<file path="config.mk">
export PLATFORM = sky130hd
export DESIGN_NAME = thread_regfile_sb_flat
export DESIGN_NICKNAME = d
export VERILOG_FILES = /design/src/rtl/thread_regfile_sb_pkg.sv /design/src/rtl/thread_regfile_sb_if.sv /design/src/rtl/thread_regfile_sb_scoreboard.sv /design/src/rtl/thread_regfile_sb.sv /design/src/flat_wrapper.sv
export SDC_FILE = /design/constraint.sdc
export NUM_CORES = 1
export LEC_CHECK = 0
export CORE_ASPECT_RATIO = 1.75
export CORE_MARGIN = 5
export CORE_UTILIZATION = 40
export DETAILED_ROUTE_END_ITERATION = 7
export PLACE_DENSITY = 0.62
export SYNTH_ARGS = -nofsm -noshare
export SYNTH_HDL_FRONTEND = slang
export SYNTH_SLANG_ARGS = --single-unit
export TNS_END_PERCENT = 5
</file>
<file path="constraint.sdc">
create_clock -name clk -period 2.8 [get_ports clk]
set_input_delay 0.42 -clock clk [delete_from_list [all_inputs] [get_ports clk]]
set_output_delay 0.42 -clock clk [all_outputs]
set_load 0.1 [all_outputs]
</file>
<file path="src/rtl/thread_regfile_sb_pkg.sv">
// Shared types for the per-thread register file.
//   core_state_t : core FSM state encoding (only REQUEST and UPDATE matter here)
//   reg_mux_t    : destination-write source select
//   RO_*         : offsets of the read-only special registers, counted down from NUM_REGS
package thread_regfile_sb_pkg;

  typedef enum logic [2:0] {
    CS_IDLE    = 3'b000,
    CS_FETCH   = 3'b001,
    CS_DECODE  = 3'b010,
    CS_REQUEST = 3'b011,
    CS_WAIT    = 3'b100,
    CS_EXECUTE = 3'b101,
    CS_UPDATE  = 3'b110,
    CS_DONE    = 3'b111
  } core_state_t;

  typedef enum logic [1:0] {
    MUX_ALU      = 2'b00,
    MUX_MEMORY   = 2'b01,
    MUX_CONSTANT = 2'b10
  } reg_mux_t;

  // Special registers sit at NUM_REGS - offset.
  localparam int RO_BLOCK_IDX  = 3;
  localparam int RO_BLOCK_DIM  = 2;
  localparam int RO_THREAD_IDX = 1;

endpackage

</file>
<file path="src/rtl/thread_regfile_sb_if.sv">
// LSU load-writeback handshake.
//   valid/rd/data : driven by the LSU (master)
//   ready         : driven by the register file (slave); transfer when valid && ready
interface thread_regfile_sb_if #(
  parameter int ADDR_BITS = 4,
  parameter int DATA_BITS = 8
);
  logic                 valid;
  logic [ADDR_BITS-1:0] rd;
  logic [DATA_BITS-1:0] data;
  logic                 ready;

  modport master (output valid, rd, data, input ready);
  modport slave  (input valid, rd, data, output ready);
endinterface

</file>
<file path="src/rtl/thread_regfile_sb_scoreboard.sv">
// Pending-bit scoreboard: one bit per register.
//   set_en/set_idx : mark a register pending (outstanding load)
//   clr_en/clr_idx : clear a pending bit (load written back)
//   lkp_*_idx/lkp_*: two combinational lookup ports
// A set and clear of the same bit in one cycle leaves it set.
module thread_regfile_sb_scoreboard #(
  parameter  int NUM_REGS  = 16,
  localparam int ADDR_BITS = $clog2(NUM_REGS)
) (
  input  logic                 clk,
  input  logic                 reset,
  input  logic                 set_en,
  input  logic [ADDR_BITS-1:0] set_idx,
  input  logic                 clr_en,
  input  logic [ADDR_BITS-1:0] clr_idx,
  input  logic [ADDR_BITS-1:0] lkp_a_idx,
  output logic                 lkp_a,
  input  logic [ADDR_BITS-1:0] lkp_b_idx,
  output logic                 lkp_b
);
  logic [NUM_REGS-1:0] pend;

  always_ff @(posedge clk) begin
    if (reset) begin
      pend <= '0;
    end else begin
      for (int i = 0; i < NUM_REGS; i++) begin
        if (set_en && set_idx == ADDR_BITS'(i))      pend[i] <= 1'b1;
        else if (clr_en && clr_idx == ADDR_BITS'(i)) pend[i] <= 1'b0;
      end
    end
  end

  assign lkp_a = pend[lkp_a_idx];
  assign lkp_b = pend[lkp_b_idx];
endmodule

</file>
<file path="src/rtl/thread_regfile_sb.sv">
// Per-thread register file with load scoreboard.
//   clk, reset           : clock, synchronous active-high reset
//   enable               : lane active; low freezes all state and zeroes handshake/hazards
//   block_start/block_id : latch %blockIdx
//   core_state           : REQUEST reads rs/rt, UPDATE writes rd
//   rs/rt/rd_addr        : decoded register addresses
//   reg_we/reg_mux       : write enable and source (ALU, MEMORY, CONSTANT)
//   immediate/alu_out    : write data sources
//   wb                   : LSU writeback handshake (slave side)
//   rs/rt                : registered operands
//   raw_hazard           : a REQUEST operand is still pending
//   waw_hazard           : an UPDATE targets a pending rd; write suppressed
// The top three addresses are %blockIdx, %blockDim, %threadIdx and are read-only.
module thread_regfile_sb
  import thread_regfile_sb_pkg::*;
#(
  parameter  int DATA_BITS         = 8,
  parameter  int NUM_REGS          = 16,
  parameter  int THREADS_PER_BLOCK = 4,
  parameter  int THREAD_ID         = 0,
  localparam int ADDR_BITS         = $clog2(NUM_REGS)
) (
  input  logic                 clk,
  input  logic                 reset,
  input  logic                 enable,
  input  logic                 block_start,
  input  logic [DATA_BITS-1:0] block_id,
  input  core_state_t          core_state,
  input  logic [ADDR_BITS-1:0] rs_addr,
  input  logic [ADDR_BITS-1:0] rt_addr,
  input  logic [ADDR_BITS-1:0] rd_addr,
  input  logic                 reg_we,
  input  reg_mux_t             reg_mux,
  input  logic [DATA_BITS-1:0] immediate,
  input  logic [DATA_BITS-1:0] alu_out,
  thread_regfile_sb_if.slave   wb,
  output logic [DATA_BITS-1:0] rs,
  output logic [DATA_BITS-1:0] rt,
  output logic                 raw_hazard,
  output logic                 waw_hazard
);
  localparam int NUM_WR = NUM_REGS - RO_BLOCK_IDX;
  localparam logic [ADDR_BITS-1:0] A_BLK_IDX = ADDR_BITS'(NUM_REGS - RO_BLOCK_IDX);
  localparam logic [ADDR_BITS-1:0] A_BLK_DIM = ADDR_BITS'(NUM_REGS - RO_BLOCK_DIM);
  localparam logic [ADDR_BITS-1:0] A_THR_IDX = ADDR_BITS'(NUM_REGS - RO_THREAD_IDX);
  localparam logic [DATA_BITS-1:0] BLK_DIM   = DATA_BITS'(THREADS_PER_BLOCK);
  localparam logic [DATA_BITS-1:0] THR_IDX   = DATA_BITS'(THREAD_ID);

  logic [NUM_WR-1:0][DATA_BITS-1:0]   file;
  logic [DATA_BITS-1:0]               blk_idx;
  logic [NUM_REGS-1:0][DATA_BITS-1:0] view;

  logic active, req, upd, rd_wr_ok, wb_wr_ok;
  logic pend_a, pend_b, alu_wr, mem_iss, wb_wr, byp_rs, byp_rt;
  logic                 wr_en;
  logic [ADDR_BITS-1:0] wr_addr, lkp_b_idx;
  logic [DATA_BITS-1:0] wr_data;

  assign active   = enable && !reset;
  assign req      = active && core_state == CS_REQUEST;
  assign upd      = active && core_state == CS_UPDATE && reg_we;
  assign rd_wr_ok = rd_addr < A_BLK_IDX;
  assign wb_wr_ok = wb.rd < A_BLK_IDX;

  // REQUEST and UPDATE never coincide, so the second lookup port
  // serves rt during REQUEST and rd during UPDATE.
  assign lkp_b_idx = (core_state == CS_UPDATE) ? rd_addr : rt_addr;

  assign waw_hazard = upd && rd_wr_ok && pend_b;
  assign alu_wr     = upd && reg_mux != MUX_MEMORY && rd_wr_ok && !waw_hazard;
  assign mem_iss    = upd && reg_mux == MUX_MEMORY && rd_wr_ok && !waw_hazard;

  // Single write port: an ALU/CONSTANT write stalls the LSU for one cycle.
  assign wb.ready = active && !alu_wr;
  assign wb_wr    = wb.valid && wb.ready && wb_wr_ok;

  // A load landing this cycle satisfies a pending operand directly.
  assign byp_rs     = wb_wr && wb.rd == rs_addr;
  assign byp_rt     = wb_wr && wb.rd == rt_addr;
  assign raw_hazard = req && ((pend_a && !byp_rs) || (pend_b && !byp_rt));

  assign wr_en   = alu_wr || wb_wr;
  assign wr_addr = alu_wr ? rd_addr : wb.rd;
  assign wr_data = alu_wr ? ((reg_mux == MUX_CONSTANT) ? immediate : alu_out) : wb.data;

  thread_regfile_sb_scoreboard #(.NUM_REGS(NUM_REGS)) u_sb (
    .clk       (clk),
    .reset     (reset),
    .set_en    (mem_iss),
    .set_idx   (rd_addr),
    .clr_en    (wb_wr),
    .clr_idx   (wb.rd),
    .lkp_a_idx (rs_addr),
    .lkp_a     (pend_a),
    .lkp_b_idx (lkp_b_idx),
    .lkp_b     (pend_b)
  );

  always_comb begin
    view = '0;
    for (int i = 0; i < NUM_WR; i++) view[i] = file[i];
    view[A_BLK_IDX] = blk_idx;
    view[A_BLK_DIM] = BLK_DIM;
    view[A_THR_IDX] = THR_IDX;
  end

  always_ff @(posedge clk) begin
    if (reset) begin
      file    <= '0;
      blk_idx <= '0;
      rs      <= '0;
      rt      <= '0;
    end else begin
      if (wr_en)
        for (int i = 0; i < NUM_WR; i++)
          if (wr_addr == ADDR_BITS'(i)) file[i] <= wr_data;
      if (active && block_start) blk_idx <= block_id;
      if (req && !raw_hazard) begin
        rs <= byp_rs ? wb.data : view[rs_addr];
        rt <= byp_rt ? wb.data : view[rt_addr];
      end
    end
  end
endmodule
</file>
<file path="src/flat_wrapper.sv">
// flat-port wrapper written by rule: the top's interface ports become plain ports
module thread_regfile_sb_flat import thread_regfile_sb_pkg::*;
#(
  parameter  int DATA_BITS         = 8,
  parameter  int NUM_REGS          = 16,
  parameter  int THREADS_PER_BLOCK = 4,
  parameter  int THREAD_ID         = 0,
  localparam int ADDR_BITS         = $clog2(NUM_REGS)
)
  (clk, reset, enable, block_start, block_id, core_state, rs_addr, rt_addr, rd_addr, reg_we, reg_mux, immediate, alu_out, rs, rt, raw_hazard, waw_hazard, wb_valid, wb_rd, wb_data, wb_ready);
  thread_regfile_sb_if #(.DATA_BITS(DATA_BITS)) wb_i ();
  input  logic clk;
  input  logic reset;
  input  logic enable;
  input  logic block_start;
  input  logic [DATA_BITS-1:0] block_id;
  input  core_state_t core_state;
  input  logic [ADDR_BITS-1:0] rs_addr;
  input  logic [ADDR_BITS-1:0] rt_addr;
  input  logic [ADDR_BITS-1:0] rd_addr;
  input  logic reg_we;
  input  reg_mux_t reg_mux;
  input  logic [DATA_BITS-1:0] immediate;
  input  logic [DATA_BITS-1:0] alu_out;
  output logic [DATA_BITS-1:0] rs;
  output logic [DATA_BITS-1:0] rt;
  output logic raw_hazard;
  output logic waw_hazard;
  input wire logic [$bits(wb_i.valid)-1:0] wb_valid;
  input wire logic [$bits(wb_i.rd)-1:0] wb_rd;
  input wire logic [$bits(wb_i.data)-1:0] wb_data;
  output wire logic [$bits(wb_i.ready)-1:0] wb_ready;
  assign wb_i.valid = wb_valid;
  assign wb_i.rd = wb_rd;
  assign wb_i.data = wb_data;
  assign wb_ready = wb_i.ready;
  thread_regfile_sb #(.DATA_BITS(DATA_BITS), .NUM_REGS(NUM_REGS), .THREADS_PER_BLOCK(THREADS_PER_BLOCK), .THREAD_ID(THREAD_ID)) u_core (.clk(clk), .reset(reset), .enable(enable), .block_start(block_start), .block_id(block_id), .core_state(core_state), .rs_addr(rs_addr), .rt_addr(rt_addr), .rd_addr(rd_addr), .reg_we(reg_we), .reg_mux(reg_mux), .immediate(immediate), .alu_out(alu_out), .wb(wb_i), .rs(rs), .rt(rt), .raw_hazard(raw_hazard), .waw_hazard(waw_hazard));
endmodule
</file>
# Yosys cells after proc, flatten, opt, wreduce, memory -nomap -nowiden
# Cells that the tools add are included.
# W data, S select, Z words.
# classes
magnitude_cmp	5
n_eq_ne	49
muxes	46
reduce_logical	94
# ops
cell	n
$eq A4 B4 Y1 const B	21
$bmux W8 S4	2
$logic_and A1 B1 Y1	54
$eq A4 B3 Y1 const B	12
$mux W8	6
$mux W1	34
$reduce_bool A2 Y1	16
$reduce_and A2 Y1	13
$eq A4 B2 Y1 const B	6
$lt A4 B5 Y1 const B	3
$eq A4 B1 Y1 const B	3
$logic_not A4 Y1	3
$bmux W1 S4	2
$eq A4 B4 Y1	2
$lt A4 B4 Y1 const B	2
$mux W4	2
$logic_not A1 Y1	6
$eq A3 B2 Y1 const B	1
$eq A3 B3 Y1 const B	1
$eq A2 B1 Y1 const B	1
$eq A2 B2 Y1 const B	1
$logic_or A1 B1 Y1	2
$ne A2 B1 Y1 const B	1
# totals
register_bits	144
output_inout_bits	19
wordCells	226

# Logic depth before layout (Yosys ltp)
# Gate-level depths: netlist of run 1.
# logic_depth
ltp_word	19
ltp_mapped	12
ltp_nobuf	7

# Modules after synthesis
# A second synthesis of run 1 with hierarchy kept.
# hier_totals
cells_unflattened	889
hier_area_um2	8923.6
# modules_own_cells
mod	instances	cells_per_inst	area_each_um2	seq_area_each_um2
thread_regfile_sb	1	789	7956.4	2562.5
thread_regfile_sb_scoreboard	1	100	967.2	320.3

# Worst setup path after synthesis of run 1
# No wires, ideal clock.
# synth_path
kind	input to output
from	input port rt_addr[0]
to	output port raw_hazard
arrival_time_ns	3.606
required_ns	2.380
setup_slack_ns	-1.226
path_stages	10
path_cell_list	buf_6 -> mux4_2 -> nor2b_1 -> a22o_1 -> o2bb2a_4 -> buf_6 -> o21ai_1 -> clkbuf_1 -> nor2_1 -> nor2_1
# synth_between
elab_chain_cells	15
# synth_rtl
item	line_no	source
start: declaration	flat_wrapper.sv:19	input logic [ADDR_BITS-1:0] rt_addr;
$mux W4	thread_regfile_sb.sv:67	assign lkp_b_idx = (core_state == CS_UPDATE) ? rd_addr : rt_addr;
$bmux W1 S4	thread_regfile_sb_scoreboard.sv:35	assign lkp_b = pend[lkp_b_idx];
$mux W1 (implied by the code)	thread_regfile_sb_scoreboard.sv:35	
$logic_and A1 B1 Y1	thread_regfile_sb.sv:69	assign waw_hazard = upd && rd_wr_ok && pend_b;
$logic_not A1 Y1	thread_regfile_sb.sv:70	assign alu_wr = upd && reg_mux != MUX_MEMORY && rd_wr_ok && !waw_hazard;
$logic_and A1 B1 Y1	thread_regfile_sb.sv:70	
$logic_not A1 Y1	thread_regfile_sb.sv:74	assign wb.ready = active && !alu_wr;
$logic_and A1 B1 Y1	thread_regfile_sb.sv:74	
$logic_and A1 B1 Y1 (2 in series)	thread_regfile_sb.sv:75	assign wb_wr = wb.valid && wb.ready && wb_wr_ok;
$logic_and A1 B1 Y1 (on tied branches)	thread_regfile_sb.sv:78, thread_regfile_sb.sv:79	
$logic_not A1 Y1	thread_regfile_sb.sv:80	assign raw_hazard = req && ((pend_a && !byp_rs) || (pend_b && !byp_rt));
$logic_and A1 B1 Y1	thread_regfile_sb.sv:80	
$logic_or A1 B1 Y1 *	thread_regfile_sb.sv:80	
$logic_and A1 B1 Y1 *	thread_regfile_sb.sv:80	
end: declaration	flat_wrapper.sv:27	output logic raw_hazard;
# Mark *: on every way between the ends. The rest lies on a longest branch, timed or not. The select of a mux whose other input is x is not followed.

# Final worst setup path of run 1
# layout_path
from	input port rd_addr[0]
to	output port raw_hazard
# layout_between
elab_chain_cells	15
# layout_rtl
item	line_no	source
start: declaration	flat_wrapper.sv:20	input logic [ADDR_BITS-1:0] rd_addr;
$mux W4	thread_regfile_sb.sv:67	
$bmux W1 S4	thread_regfile_sb_scoreboard.sv:35	
$mux W1 (implied by the code)	thread_regfile_sb_scoreboard.sv:35	
$logic_and A1 B1 Y1	thread_regfile_sb.sv:69	
$logic_not A1 Y1	thread_regfile_sb.sv:70	
$logic_and A1 B1 Y1	thread_regfile_sb.sv:70	
$logic_not A1 Y1	thread_regfile_sb.sv:74	
$logic_and A1 B1 Y1	thread_regfile_sb.sv:74	
$logic_and A1 B1 Y1 (2 in series)	thread_regfile_sb.sv:75	
$logic_and A1 B1 Y1 (on tied branches)	thread_regfile_sb.sv:78, thread_regfile_sb.sv:79	
$logic_not A1 Y1	thread_regfile_sb.sv:80	
$logic_and A1 B1 Y1	thread_regfile_sb.sv:80	
$logic_or A1 B1 Y1 *	thread_regfile_sb.sv:80	
$logic_and A1 B1 Y1 *	thread_regfile_sb.sv:80	
# Marked as above.

==> qor.csv, run 1 <==
metric,value,unit
drt_iter0_markers,765,
slowest_delay,0.54,ns
clock-root-buffer,clkbuf_16,
grt.overflow.total,0,
crit_top_cell,nor2_4,
final_common_cell,nand2_1,
initial_core_util,40.7,%
fin_crit_sh,105,%
diodes,0,
clk_latency,0.43,ns
synth_compound_area_share,12.6,%
synthAdderAreaFrac,0,%
vias_per_cell,5.89,
avgRoutedWirePerCell,23.3,µm
finalSetupViolCount,10,
r2r_start,u_core.u_sb.pend[3],
cts_buffers,17,
synth-edff-count,0,
synthArstFlopShare,0,%
slowest_stage,mux4_2,
grt_pass1_vias,7691,
dieArea,23800,µm²
reg2reg_depth,13,
clk_pin_slew,0.06,ns
end_kind,output pin,
io_buffer_count,77,
coreArea,20400,µm²
tns,-0.468,ns
cp_cell_sequence,dlygate4sd2_1 -> mux4_2 -> nor3b_2 -> nor3_2 -> o2bb2a_4 -> o21ai_4 -> nor2_4 -> nor2_4 -> buf_12,
powerDensity,453,nW/µm²
detail-route-antenna-nets,0,
slew_headroom,63.0,%
failed_checks,negative setup slack,
finClkSkew,0.0117,ns
wirelength,29.5,mm
synth_warnings,0,
p_leak,4.10,nW
drive_above_1_share,28.9,%
layout_common_cells,"nand2_1, mux2i_1, dfxtp_1",
synth_ff_type,dfxtp_1,
ys_types,57,
hold_path_class,reg -> reg,
period_minus_slack,2.94,ns
die_w,119,µm
crit_arrival,2.52,ns
hpwl,21.5,mm
worst_slack,-0.139,ns
worstHoldStart,u_core.file[81],
syn_avg_cell_area,9.90,µm²
synth_area_leader_cell,dfxtp_1,
drc,0,
final_util,54.6,%
syn_to_final_growth,34.2,%
first_pass_iters,5,
status,"complete, but fails checks",
drv_slew,0,
globalRouteTotalUtil,24.8,%
critPathMaxFanout,7,
htree_levels,4,
grt_pass1_wl,45.1,mm
crit_required,2.38,ns
whs,0.469,ns
rsz0062_at_grt,true,
antenna_found_initial,0,
synthMuxAreaShare,33.9,%
cts_tree,built,
syn_nets,896,
hold_violations,0,
worst_hold_path.num_cells,2,
criticalPathCategory,in -> out,
grt_max_degree,43,
max-clock-path-buffers,2,
synth_top_family_by_area,multiplexers,
die_h,200,µm
num_vias,7440,
ys_ff_latch,144,
synth_top_area_share,34.8,%
synthTopCellsByArea,"dfxtp_1, mux2i_1, mux4_2",
syn_area,8290,µm²
worst_pin_slew,0.554,ns
max_freq,0.340,GHz
synth-simple-area-share,14.2,%
start_kind,input pin,
final_cell_area,11100,µm²
critPathBufInv,2,
synth-xor-area-share,0.845,%
ys_seq_area_share,34.8,%
rows,69,
n_fill_cell,1797,
cap_violations,0,
whs_endpoint,u_core.file[81],
gp_congestion,0.968,
syn_inst,837,
r2r-end,u_core.file[77],
nets,1062,
peakVddDrop,0.410,mV
cp_top_family,simple AND/OR/NAND/NOR gates,
io_pins,78,
placed_area,10200,µm²
ff2ff_setup_slack,-0.03,ns
cts.sinks,144,
## worst register-to-register path, cell delays in order (launching register included)
cell and delay [ns]:
dfxtp_2 0.32, mux4_2 0.46, nor2b_4 0.15, o41ai_2 0.21, buf_4 0.17, o2bb2a_4 0.20, buf_4 0.18, buf_4 0.17
buf_4 0.16, nor3_4 0.19, o21ai_4 0.10, buf_4 0.17, buf_6 0.14, mux2i_1 0.14
## stage by stage
step / worst slack (ns) / std cells / total power [mW]
final: -0.139 / 1264 / 5.04
after floorplan: -0.342 / 837 / 2.40
after CTS: -0.180 / 1262 / 5.06
after global placement: -0.573 / 1223 / 2.70
after detailed placement: -0.548 / 1223 / 2.70
after global routing: -0.230 / 1264 / 5.19
## worst max path at each step
stage                                   start  slack (ns)  depth (start not counted)              end
after CTS                 u_core.u_sb.pend[3]       -0.18                          9       raw_hazard
after floorplan                    rt_addr[0]       -0.34                         10       raw_hazard
after detailed placement           rd_addr[0]       -0.55                         11  u_core.file[69]
after global routing               rd_addr[0]       -0.23                          9       raw_hazard
final                              rd_addr[0]       -0.14                          9       raw_hazard
after global placement             rd_addr[0]       -0.57                         11  u_core.file[85]
## synthesized netlist by cell type (4+ instances only)
master    number
mux2i_1      146
nor2b_1       19
nand3_1       16
nand2b_1      11
or3_1          4
inv_1          4
o21ai_1       10
o211ai_1       9
a22oi_1       17
nor2_1        34
clkbuf_1      37
nand2_1      146
a21boi_0       8
buf_1         10
a21oi_1       26
o21ai_0       28
o311ai_0      16
dfxtp_1      144
buf_2         13
mux4_2        57
o31ai_4        4
xnor2_1        6
nor3_1        17
## metal layers
layer / vias up / routed length, µm / part of all wire, % / track usage, %
li1: 3423 / - / - / -
met1: 3626 / 10400 / 35 / 25.3
met2: 273 / 15500 / 53 / 44.7
met3: 118 / 1150 / 3.9 / 4.12
met4: 0 / 2400 / 8.1 / 18.6
met5: - / 0 / 0 / 0
## power breakdown
group	internal (mW)	leakage [nW]	switching, mW
Sequential	2.06	1.16	0.0101
Combinational	0.281	2.66	0.349
Clock	1.41	0.281	0.932
## repair_timing
item	CTS	global route
hold buffers	0	0
gates cloned	1	1
resized for setup	37	27
pin swaps	12	7
setup buffers	7	1
endpoints found under the hold margin	0	0
endpoints found under the setup margin	106	120
## flip-flops by register name, indices dropped and copies added (netlist names)
register,count
u_core.file,104
u_core.rt,8
u_core.u_sb.pend,16
u_core.rs,8
u_core.blk_idx,8
## cells by family (layout without fill, tap and decap cells)
logic type             after synthesis  count (layout)
AO/OA/AOI/OAI                      142             142
multiplexers                       208             208
AND/OR/NAND/NOR                    264             264
flip-flops                         144             144
XOR/XNOR                             8               8
buffers and inverters               71             250
## layout make-up
type	count	area, µm²	area share (%)
multi-input cells	622	5280	47.5
clock inverters	12	158	1.42
well taps	248	310	2.79
flip-flops and latches	144	2890	26.0
inverters	5	20.0	0.180
repair buffers	213	2030	18.2
clock buffers	20	437	3.93
No activity file was read; power rests on OpenSTA's default activity.
==> inputs of run 2 (changes only) <==
Settings changed: CORE_ASPECT_RATIO 1.75 to unset.
==> run 2 against run 1 <==
Compared with the run above:
- the flow still finishes with violations (negative setup slack)
- register-to-register slack improved by 0.16 ns
- clock power fell by 6%
- design area fell by 2.7%
- clock-buffer cell count fell by 3
- clock skew fell by 0.0018 ns
- worst setup slack improved by 0.090 ns
- critical path depth did not move
- via count fell by 5.0%
- sequential cell count did not move
- sequential power barely moved
==> qor.csv, run 2 (synthesis results as in run 1) <==
metric,value,unit,change
end_kind,output pin,,unchanged
finalNonFillerCells,1267,,was 1264
cts_tree,built,,unchanged
largest_reg_flops,104,,unchanged
drive_above_1_share,26.6,%,was 28.9%
dieArea,23700,µm²,was 23800 µm²
io_buffer_count,77,,unchanged
placed_area,10100,µm²,was 10200 µm²
globalRouteTotalUtil,20.7,%,was 24.8%
io_pins,78,,unchanged
wirelength,24.6,mm,was 29.5 mm
cp_cell_sequence,mux4_2 -> nor2b_4 -> o41ai_2 -> buf_4 -> o2bb2a_4 -> o21ai_4 -> nor2_4 -> nor2_4 -> buf_12,,was dlygate4sd2_1 -> mux4_2 -> nor3b_2 -> nor3_2 -> o2bb2a_4 -> o21ai_4 -> nor2_4 -> nor2_4 -> buf_12
met1_usage,29.3,%,was 25.3%
drc,0,,unchanged
hold_path_class,reg -> reg,,unchanged
ff2ff_setup_slack,0.13,ns,was -0.03 ns
avgRoutedWirePerCell,19.4,µm,was 23.3 µm
grt_max_degree,112,,was 43
criticalPathCategory,reg -> out,,was in -> out
max_flop_register,u_core.file,,unchanged
syn_to_final_growth,30.6,%,was 34.2%
crit_required,2.38,ns,about the same
worst_hold_path.num_cells,2,,unchanged
antenna_found_initial,0,,unchanged
start_kind,flop,,was input pin
drv_slew,0,,unchanged
critPathBufInv,2,,unchanged
largestRegisters,"u_core.file: 104 flops, u_core.u_sb.pend: 16 flops",,unchanged
gp_congestion,0.914,,was 0.968
slowest_stage,mux4_2,,unchanged
clock-root-buffer,clkbuf_16,,unchanged
worst_slack,-0.0488,ns,was -0.139 ns
slowest_delay,0.46,ns,was 0.54 ns
vias_per_cell,5.58,,was 5.89
grt_pass1_wl,39.4,mm,was 45.1 mm
drt_iter0_markers,570,,was 765
fin_crit_sh,102,%,was 105%
crit_arrival,2.43,ns,was 2.52 ns
max_freq,0.351,GHz,was 0.340 GHz
r2r_start,u_core.u_sb.pend[1],,was u_core.u_sb.pend[3]
placed_cells,1228,,was 1223
die_w,154,µm,was 119 µm
detail-route-antenna-nets,0,,unchanged
top_usage_layer,met2,,unchanged
die_h,154,µm,was 200 µm
worstHoldStart,u_core.file[26],,was u_core.file[81]
whs,0.468,ns,was 0.469 ns
nets,1043,,was 1062
first_pass_iters,7,,was 5
hpwl,17.8,mm,was 21.5 mm
coreArea,20300,µm²,was 20400 µm²
total_power,4.84,mW,was 5.04 mW
rsz0062_at_grt,true,,unchanged
tns,-0.0488,ns,was -0.468 ns
final_util,53.3,%,was 54.6%
finalSetupViolCount,1,,was 10
clk_latency,0.43,ns,about the same
cts.sinks,144,,unchanged
num_vias,7065,,was 7440
rows,52,,was 69
grt.overflow.total,0,,unchanged
cap_violations,0,,unchanged
worst_pin_slew,0.655,ns,was 0.554 ns
dp_slack,-0.501,ns,was -0.548 ns
r2r-end,u_core.file[93],,was u_core.file[77]
slew_headroom,56.3,%,was 63.0%
use_met2,32.5,%,was 44.7%
diodes,0,,unchanged
p_leak,3.94,nW,was 4.10 nW
critPathMaxFanout,3,,was 7
final_cell_area,10800,µm²,was 11100 µm²
peakVddDrop,0.380,mV,was 0.410 mV
finClkSkew,0.00987,ns,was 0.0117 ns
hold_violations,0,,unchanged
whs_endpoint,u_core.file[26],,was u_core.file[81]
powerDensity,447,nW/µm²,was 453 nW/µm²
reg2reg_depth,11,,was 13
max-clock-path-buffers,2,,unchanged
status,"complete, but fails checks",,unchanged
cp_top_family,compound AO/OA/AOI/OAI gates,,was simple AND/OR/NAND/NOR gates
crit_top_cell,nor2_4,,unchanged
initial_core_util,40.8,%,was 40.7%
use_met3,4.72,%,was 4.12%
layout_common_cells,"nand2_1, mux2i_1, dfxtp_1",,unchanged
grt_pass1_vias,7039,,was 7691
period_minus_slack,2.85,ns,was 2.94 ns
clk_pin_slew,0.06,ns,about the same
failed_checks,negative setup slack,,unchanged
htree_levels,4,,unchanged
cts_buffers,17,,unchanged
[run 2: worst max path at each step]
stage	from	to	cells after the start
floorplan	rt_addr[0]	raw_hazard	10
global placement	rd_addr[0]	u_core.file[29]	10
detailed placement	rd_addr[0]	u_core.file[99]	8
CTS	u_core.u_sb.pend[3]	raw_hazard	9
global route	core_state[0]	raw_hazard	10
finish	u_core.u_sb.pend[1]	raw_hazard	9
[run 2: power by group]
part | internal (mW) | switching [mW] | total (mW)
combinational | 0.254 | 0.307 | 0.561
clock | 1.18 | 1.03 | 2.21
sequential | 2.06 | 0.0111 | 2.07
[run 2: area by class of cell]
type	instances	area (µm²)
Clock buffer	17	425
Clock inverter	15	148
Sequential cell	144	2890
Timing Repair Buffer	194	1790
Tap cell	270	338
Inverter	5	20.0
Multi-Input combinational cell	622	5220
Fill cell	1745	9470
[run 2: routing by layer]
| metal | part of all wire (%) | vias to the layer above |
|---|---|---|
| met4 | 0.95 | 0 |
| met1 | 46 | 3412 |
| met2 | 46 | 245 |
| met5 | 0 | - |
| met3 | 7.0 | 21 |
| li1 | - | 3387 |
[run 2: worst register-to-register path, delay by kind of cell, from the launching register on]
kind,cells,cell delay [ns]
DFF,1,0.35
muxes,3,0.98
buffers and inverters,4,0.67
AOI/OAI and AO/OA,2,0.36
and+or+nand+nor,2,0.24
[run 2: repair_timing]
item                                    CTS  global route
buffers inserted                          4             3
endpoints found under the setup margin   72            99
pin swaps                                 8             4
hold buffers                              0             0
resized for setup                        16            12
==> inputs of run 3 (changes only) <==
Settings changed: CTS_CLUSTER_DIAMETER set to 40.
==> results of run 3 <==
No change in the layout: final DEF, timing and power equal those of run 2.
